### config.mk
export PLATFORM = sky130hd
export DESIGN_NAME = mux_n_reg
export DESIGN_NICKNAME = d
export VERILOG_FILES = /design/src/rtl/mux_n_reg.sv
export SDC_FILE = /design/constraint.sdc
export NUM_CORES = 1
export LEC_CHECK = 0
export CORE_MARGIN = 8
export CORE_UTILIZATION = 33
export CTS_CLUSTER_DIAMETER = 150
export DETAILED_ROUTE_END_ITERATION = 12
export PLACE_DENSITY_LB_ADDON = 0.08
export SYNTH_ARGS = -nofsm -noshare
export SYNTH_HDL_FRONTEND = slang
export SYNTH_SLANG_ARGS = --single-unit
### constraint.sdc
create_clock -name clk -period 1.5 [get_ports clk]
set_clock_uncertainty 0.1 [all_clocks]
set_input_delay 0.3 -clock clk [delete_from_list [all_inputs] [get_ports clk]]
set_output_delay 0.3 -clock clk [all_outputs]
set_load 0.05 [all_outputs]
### src/rtl/mux_n_reg.sv
// rtl/mux_n_reg.sv - N-way operand select with registered output, stall/flush and select-error counting.
// Define MUXN_ONEHOT_EN to take sel as an N-bit one-hot vector instead of an encoded index.
module mux_n_reg #(
  parameter int WIDTH = 32,
  parameter int N     = 4,
  parameter int ERR_W = 8,
  localparam int SEL_W = (N < 2) ? 1 : $clog2(N),
`ifdef MUXN_ONEHOT_EN
  localparam int SEL_IN_W = N
`else
  localparam int SEL_IN_W = SEL_W
`endif
) (
  input  logic                 clk,
  input  logic                 rst,
  input  logic [N*WIDTH-1:0]   W_in,
  input  logic [SEL_IN_W-1:0]  sel,
  input  logic                 in_valid,
  input  logic                 stall,
  input  logic                 flush,
  output logic [WIDTH-1:0]     W_out,
  output logic                 out_valid,
  output logic                 sel_err,
  output logic [ERR_W-1:0]     err_cnt
);

  generate
    if (N < 2 || N > 16) begin : g_bad_n
      $error("mux_n_reg: N must be in 2..16");
    end
  endgenerate

  logic [N-1:0]     w_hit;
  logic             w_legal;
  logic [WIDTH-1:0] w_data;

  logic [WIDTH-1:0] r_out;
  logic             r_valid;
  logic             r_err;
  logic [ERR_W-1:0] r_cnt;

  // Every select style reduces to a per-channel hit vector feeding an AND-OR mux.
  always_comb begin
    w_hit = '0;
`ifdef MUXN_ONEHOT_EN
    w_hit   = sel;
    w_legal = (sel != '0) && ((sel & (sel - 1'b1)) == '0);
`else
    for (int k = 0; k < N; k++) begin
      w_hit[k] = (sel == SEL_W'(k));
    end
    w_legal = |w_hit;
`endif
    w_data = '0;
    for (int k = 0; k < N; k++) begin
      w_data = w_data | (W_in[k*WIDTH +: WIDTH] & {WIDTH{w_hit[k]}});
    end
  end

  always_ff @(posedge clk) begin
    if (rst) begin
      r_out   <= '0;
      r_valid <= 1'b0;
      r_err   <= 1'b0;
      r_cnt   <= '0;
    end else if (flush) begin
      r_out   <= '0;
      r_valid <= 1'b0;
      r_err   <= 1'b0;
    end else if (stall) begin
      r_out   <= r_out;
      r_valid <= r_valid;
      r_err   <= r_err;
    end else if (in_valid) begin
      r_out   <= w_legal ? w_data : '0;
      r_valid <= 1'b1;
      r_err   <= ~w_legal;
      if (!w_legal && r_cnt != '1) begin
        r_cnt <= r_cnt + 1'b1;
      end
    end else begin
      r_valid <= 1'b0;
      r_err   <= 1'b0;
    end
  end

  assign W_out     = r_out;
  assign out_valid = r_valid;
  assign sel_err   = r_err;
  assign err_cnt   = r_cnt;

endmodule

==> reports/results.ini, run 1 <==
[clock_network]
cts_tree = yes
htree_num_levels = 2
worstSkewPairLatency_ns = 0.28
cts_hold_buf = 0
cts_resized = 0
cts_buffers = 5
postCtsSetupBuffers = 0
cts.sinks = 42
ctsLongestPathBuffers = 2
path_clk_slew_ns = 0.07
cts_root_buf = clkbuf_8

[timing]
setup_violations = 0
slew_viol_final = 0
period_share = 0.9019
hold_viol = 0
tightest_slew_ns = 0.2533
rsz0062_at_grt = no
tns_ns = 0
relSlewSlack = 0.8309
max_freq_mhz = 739.1
whs_ns = 0.3723
fin_crit_ns = 1.353

[drt]
vias_per_cell = 4.878
wl_per_cell_um = 19.06
first_pass_iters = 4
routed_wl_mm = 8.137
vias = 2083
drc = 0
ant_nets = 0
dr.first_iter.drc_count = 29

[worst_setup_path]
startpoint_type = input port
critPathRequiredTime_ns = 1.58
critPathMaxFanout = 1
crit_path_end_kind = register
worstSetupPathType = input port to register
worstPathArrival_ns = 1.44

[yosys]
synth_common_cells = 42 x dfxtp_1, 33 x nor2_1, 32 x mux2i_1
netlist_area_um2 = 2218
syn_avg_cell_area_um2 = 13.28
ys_seq_area_frac = 0.3790
async_reset_ff_frac = 0
syn_nets = 302
yosysUniqueCellTypes = 15
synth_ff_type = dfxtp_1
yosys_register_bits = 42
synth.most_common_cell = dfxtp_1
synth_edf_count = 0
synth_cells = 167
netlist.area_leader.share = 0.3790
ys_warn_count = 0
synth.area.top_cells = dfxtp_1 38%, mux4_2 30%, mux2i_1 14%
synth_largest_area_cell = dfxtp_1

[grt]
grt_use_met1 = 0.1662
top_usage_layer = met2
grt_max_degree = 33
grt_usage = 0.1686
grtUsageMet2 = 0.3087
grt_antenna_before_repair = 0
grt_remaining_overflow = 0
use_met3 = 0.07681
grt_pass1_vias = 2389
grt_pass1_wl_mm = 12.77

[power]
p_leak_uw = 0.001871
fin_total_pwr_uw = 2739
powerDensity_nw_per_um2 = 593.3
ir_worst_vdd_uv = 319.7

[die]
core_um2 = 6644
rows = 30
die_w_um = 97.99
die-area_um2 = 9602
die_h_um = 97.99
start_util = 0.3339
boundaryPins = 177

[hold_path]
hp-class = register to register

[finish]
drive_above_1_share = 0.2651
finalNonFillerCells = 427
fill_cells = 517
n_antenna_cell = 0
area_delta_synth_final_pct = 108.1
nets = 482

[outcome]
status = completed

[placed_design]
hpwl_mm = 6.706
place_congestion = 0.7096
dp.cells = 419
io_buffers = 176

[flow_run]
max_cap_viol_count = 0

## power breakdown
part	internal, uW	leakage, uW	switching, uW
registers	1140	0.000340	24.7
logic	605	0.00149	283
clock network	321	0.0000383	367
total	2060	0.00187	675
## layout make-up
cell class / instances / area (um2) / area share
clock buffers: 7 / 76.32 / 0.01653
multi-input cells: 110 / 1250 / 0.2707
flip-flops and latches: 42 / 840.8 / 0.1821
well taps: 80 / 100.1 / 0.02168
repair buffers: 188 / 2350 / 0.5089
## cells in the final DEF (no fill, tap or decap)
master and n:
a21oi_1 1, buf_12 47, buf_2 1, buf_4 6
clkbuf_1 2, clkbuf_16 1, clkbuf_8 5, clkdlybuf4s50_1 132
dfxtp_1 42, dlymetal6s2s_1 1, mux2i_1 32, mux4_1 2
mux4_2 30, nand2_1 2, nand2b_2 1, nor2_1 33
nor2b_1 8, or2_2 1
## critical path, cell delays in order
cell and delay, ns:
clkdlybuf4s50_1 0.44, mux4_1 0.51, mux2i_1 0.14, nor2_1 0.05
## stage by stage
step	utilization	setup slack, ns	area, um2
final	0.6949	0.1471	4617
after floorplan	-	0.06228	2218
after global routing	0.6949	0.09328	4617
after CTS	0.6908	0.01226	4589
after global placement	0.6793	-0.2724	4513
after detailed placement	0.6793	-0.3007	4513
## worst paths after layout
path	from	to	slack, ns	depth (start not counted)
max	W_in[64]	W_out[0]	0.15	4
min	sel_err	sel_err	0.37	2
max reg2reg	W_out[3]	W_out[3]	0.73	2
min reg2reg	sel_err	sel_err	0.37	2
## cells by family after synthesis
group                  count (synthesis)  share of synthesized area
AO/OA/AOI/OAI                          1                   0.002254
buffers and inverters                 15                    0.05866
flip-flops                            42                     0.3790
multiplexers                          64                     0.4726
AND/OR/NAND/NOR                       45                    0.08743
## sequential cells by signal, indices dropped and copies added, names as in the netlist
name       count
W_out         32
out_valid      1
err_cnt        8
sel_err        1
## layer usage
metal,vias up,wire [um]
met5,-,0
met4,0,140
met3,10,720
met2,96,4384
met1,997,2891
li1,980,-
(Power assumes the default switching activity.)
==> run 2, diff against run 1 <==
Settings changed: ABC_CLOCK_PERIOD_IN_PS set to 1600, CORE_UTILIZATION 33 to 35, GPL_ROUTABILITY_DRIVEN set to 0.
Clock period 1.5 ns to 1.6 ns, I/O delays scaled along.
==> run 2 against run 1 <==
  * Critical path depth rose by 1
  * Largest power group unchanged
  * Sequential share of layout area barely moved
  * Via count fell by 0.62%
  * Sequential cell count did not move
  * Register-to-register slack improved by 0.11 ns
  * Clock power rose by 20%
==> reports/results.ini, run 2 (synthesis gave the netlist of run 1 again) <==
[outcome]
status = completed

[finish]
finalInstanceArea_um2 = 4611
n_antenna_cell = 0
area_delta_synth_final_pct = 107.8
fill_cells = 456
final_common_cell = clkdlybuf4s50_1
drive_above_1_share = 0.2688
final_cell_mix = 133 x clkdlybuf4s50_1, 47 x buf_12, 42 x dfxtp_1
nets = 480
largest_reg_flops = 32
regArea_um2 = 840.8
multi_input_area_um2 = 1250

[power]
fin_total_pwr_uw = 2733
power_frac_comb = 0.299
switching_share = 0.2365
p_leak_uw = 0.001865
sequentialPowerShare = 0.399
ir_worst_vdd_uv = 425.2
powerDensity_nw_per_um2 = 592.7
p_switching_uw = 646.4
p_clk_frac = 0.302
intPower_uw = 2087

[worst_setup_path]
critPathMaxFanout = 32
r2r_slack_ns = 0.84
reg2reg_depth = 2
worstPathArrival_ns = 1.60
crit_start = sel[1]
startpoint_type = input port
worstSetupPathType = input port to register
reg2reg_from = W_out[17]
crit_path_end_kind = register
r2r-end = W_out[17]
critPathRequiredTime_ns = 1.68
setup.worst_path.end = W_out[25]

[timing]
max_freq_mhz = 658.8
whs_ns = 0.3689
fin_crit_ns = 1.518
rsz0062_at_grt = no
tightest_slew_ns = 0.1432
period_share = 0.9488
setup_violations = 0
hold_viol = 0
slew_viol_final = 0
relSlewSlack = 0.9018

[drt]
dr.first_iter.drc_count = 64
routed_wl_mm = 7.869
wl_met2_mm = 4.198
drc = 0
ant_nets = 0
first_pass_iters = 4
vias_per_cell = 4.894
top_layer = met4
met1Wirelength_mm = 2.787
wl_met3_um = 797
vias = 2070
wl_per_cell_um = 18.60

[placed_design]
hpwl_mm = 6.566
io_buffers = 176
place_area_um2 = 4502

[die]
core_um2 = 6241
die_w_um = 95.61
die-area_um2 = 9141
start_util = 0.3555
rows = 29
die_h_um = 95.61
boundaryPins = 177

[flow_run]
max_cap_viol_count = 0

[clock_network]
path_clk_slew_ns = 0.08
cts_resized = 0
cts_tree = yes
postCtsSetupBuffers = 0
worstSkewPairLatency_ns = 0.29
cts_hold_buf = 0
htree_num_levels = 2
cts_buffers = 5
cts_root_buf = clkbuf_8
cts.sinks = 42
ctsLongestPathBuffers = 2

[hold_path]
hp-class = register to register

[grt]
grt_pass1_vias = 2273
grt_antenna_before_repair = 0
grt_usage = 0.1685
grt_max_degree = 35
grt_pass1_wl_mm = 11.68
grt_remaining_overflow = 0

run 2: power by group through the flow:
stage          clock network, uW  registers, uW  logic, uW
2_1_floorplan                  0           1180        282
3_3_place_gp                   0           1110        811
3_5_place_dp                   0           1120        824
4_1_cts                      866           1090        826
5_1_grt                      888           1090        864
6_report                     825           1090        818
run 2: per-stage QoR:
stage | util | setup TNS, ns | setup slack [ns] | std cells
after floorplan | - | 0 | 0.1423 | 167
after global placement | 0.7213 | -5.251 | -0.1955 | 415
after detailed placement | 0.7213 | -5.893 | -0.2266 | 415
after CTS | 0.7388 | 0 | 0.09127 | 423
after global routing | 0.7388 | 0 | 0.01922 | 423
final | 0.7388 | 0 | 0.08198 | 423
run 2: layer usage:
metal  track usage  vias up
met5             0        -
met4       0.05634        0
met3       0.06614        6
met2        0.2994       96
met1        0.1774      992
li1              -      976
run 2: how the worst min path moves through the flow:
stage               startpoint  depth (start not counted)  slack (ns)         end
finish                 sel_err                          2        0.37     sel_err
global placement       sel_err                          2        0.36     sel_err
CTS                    sel_err                          2        0.38     sel_err
global route           sel_err                          2        0.40     sel_err
floorplan                  rst                          1        0.29  err_cnt[0]
detailed placement     sel_err                          2        0.36     sel_err
run 2: cell type report:
type,instances,share of cell area
Tap cell,77,0.02090
Clock buffer,5,0.01493
Clock inverter,3,0.008684
Sequential cell,42,0.1824
Multi-Input combinational cell,110,0.2711
Timing Repair Buffer,186,0.5020
run 2: critical path: stages:
cell and delay [ns]:
clkdlybuf4s50_1 0.50, buf_12 0.22, mux4_2 0.34, mux2i_1 0.16, nor2_1 0.05
==> run 3, diff against run 2 <==
Settings changed: CORE_MARGIN 8 to 2, CORE_UTILIZATION 35 to 36, CTS_CLUSTER_DIAMETER 150 to 120.
==> run 3 against run 2 <==
  * Die area decreased by 26%
  * Combinational power decreased by 1%
  * Final cell count decreased by 0.47%
  * Worst setup slack improved by 0.019 ns
  * Global-route usage increased by 3.1 points
  * Via count increased by 0.34%
  * Non-clock buffer count unchanged
  * Power increased by 6.3%
  * Hold slack improved by 0.0083 ns
  * Largest power group unchanged
==> reports/results.ini, run 3 (synthesis gave the netlist of run 1 again) <==
[timing]
fin_crit_ns = 1.499
slew_viol_final = 0
hold_viol = 0
tightest_slew_ns = 0.2029
tns_ns = 0
relSlewSlack = 0.8647
setup_ws_ns = 0.1012
setup_violations = 0
rsz0062_at_grt = no
period_share = 0.9368
max_freq_mhz = 667.2
whs_ns = 0.3772

[drt]
vias = 2077
drc = 0
routed_wl_mm = 6.642
dr.first_iter.drc_count = 57
ant_nets = 0
vias_per_cell = 4.933
first_pass_iters = 4
wl_per_cell_um = 15.78

[grt]
grt_remaining_overflow = 0
grt_max_degree = 33
grt_usage = 0.2000
grt_antenna_before_repair = 0
grt_pass1_wl_mm = 10.09
grt_pass1_vias = 2161

[power]
sequentialPowerShare = 0.375
powerDensity_nw_per_um2 = 628.4
ir_worst_vdd_uv = 672.7
p_leak_uw = 0.001871
p_clk_frac = 0.347
p_switching_uw = 657.0
power_frac_comb = 0.278
switching_share = 0.2261
intPower_uw = 2249

[die]
rows = 28
die_w_um = 82.50
core_um2 = 5956
boundaryPins = 177
die-area_um2 = 6806
start_util = 0.3725
die_h_um = 82.50

[clock_network]
cts_tree = yes
cts.sinks = 42
cts_hold_buf = 0
cts_buffers = 5
worstSkewPairLatency_ns = 0.29
postCtsSetupBuffers = 0
cts_resized = 0
ctsLongestPathBuffers = 2
htree_num_levels = 2
cts_root_buf = clkbuf_8
path_clk_slew_ns = 0.08

[placed_design]
io_buffers = 176
hpwl_mm = 5.562
place_ws_ns = -0.2205

[finish]
fill_cells = 405
final_common_cell = clkdlybuf4s50_1
area_delta_synth_final_pct = 108.5
n_antenna_cell = 0
nets = 480
final_cell_mix = 133 x clkdlybuf4s50_1, 46 x buf_12, 42 x dfxtp_1
largest_reg_flops = 32
drive_above_1_share = 0.2688

[worst_setup_path]
critPathRequiredTime_ns = 1.69
cp_cell_sequence = clkdlybuf4s50_1 -> buf_12 -> mux4_2 -> mux2i_1 -> nor2_1
r2r-end = W_out[12]
r2r_slack_ns = 0.83
worstSetupPathType = input port to register
path_buf_inv = 2
slowest_delay_ns = 0.51
reg2reg_depth = 2
crit_family = buffers and inverters
critPathSlowestCell = clkdlybuf4s50_1
startpoint_type = input port
crit_path_end_kind = register
reg2reg_from = W_out[12]
critPathMaxFanout = 32
worstPathArrival_ns = 1.59

[hold_path]
hp-class = register to register
min_from = sel_err
holdPathStages = 2
hold_end = sel_err

[outcome]
status = completed

[flow_run]
max_cap_viol_count = 0

## run 3: cell count changes in the layout (fill, tap and decap cells not counted)
cell       previous run  this run
clkinv_2              2         0
buf_12               47        46
buf_4                 5         6
bufinv_16             1         2
clkinv_4              0         1
## run 3: how the worst max path moves through the flow
stage	from	cells after the start	endpoint
after detailed placement	sel[1]	5	W_out[15]
after global placement	sel[1]	5	W_out[11]
after global routing	sel[1]	5	W_out[5]
after CTS	sel[1]	5	W_out[12]
after floorplan	sel[0]	5	W_out[11]
final	sel[1]	5	W_out[12]
## run 3: power groups by stage
stage	Clock (uW)	Sequential (uW)	Combinational, uW
after floorplan	0	1180	282
after global placement	0	1110	801
after detailed placement	0	1120	817
after CTS	1030	1090	819
after global routing	1060	1090	860
final	1010	1090	809
## run 3: worst min-delay path, cell delays in order (launching register included)
cell     delay (ns)
dfxtp_1        0.35
nand2_1        0.06
nor2_1         0.03
## run 3: metal layers
metal,routed length [um],global-route usage,share of wire
met1,2111,0.1943,0.32
met2,3721,0.3879,0.56
met3,731,0.07826,0.11
met4,78,0.05410,0.012
met5,0,0,0
## run 3: metrics by stage
step	instances	total power [uW]	utilization	area [um2]
6_report	421	2906	0.7765	4624
5_1_grt	421	3017	0.7765	4624
4_1_cts	421	2942	0.7765	4624
3_5_place_dp	413	1932	0.7534	4487
3_3_place_gp	413	1914	0.7534	4487
2_1_floorplan	167	1461	-	2218
## run 3: layout make-up
type	instances	area (um2)	share of cell area
Timing Repair Buffer	186	2302	0.4978
Clock inverter	3	68.82	0.01488
Clock buffer	5	68.82	0.01488
Sequential cell	42	840.8	0.1818
Tap cell	75	93.84	0.02029
Multi-Input combinational cell	110	1250	0.2703
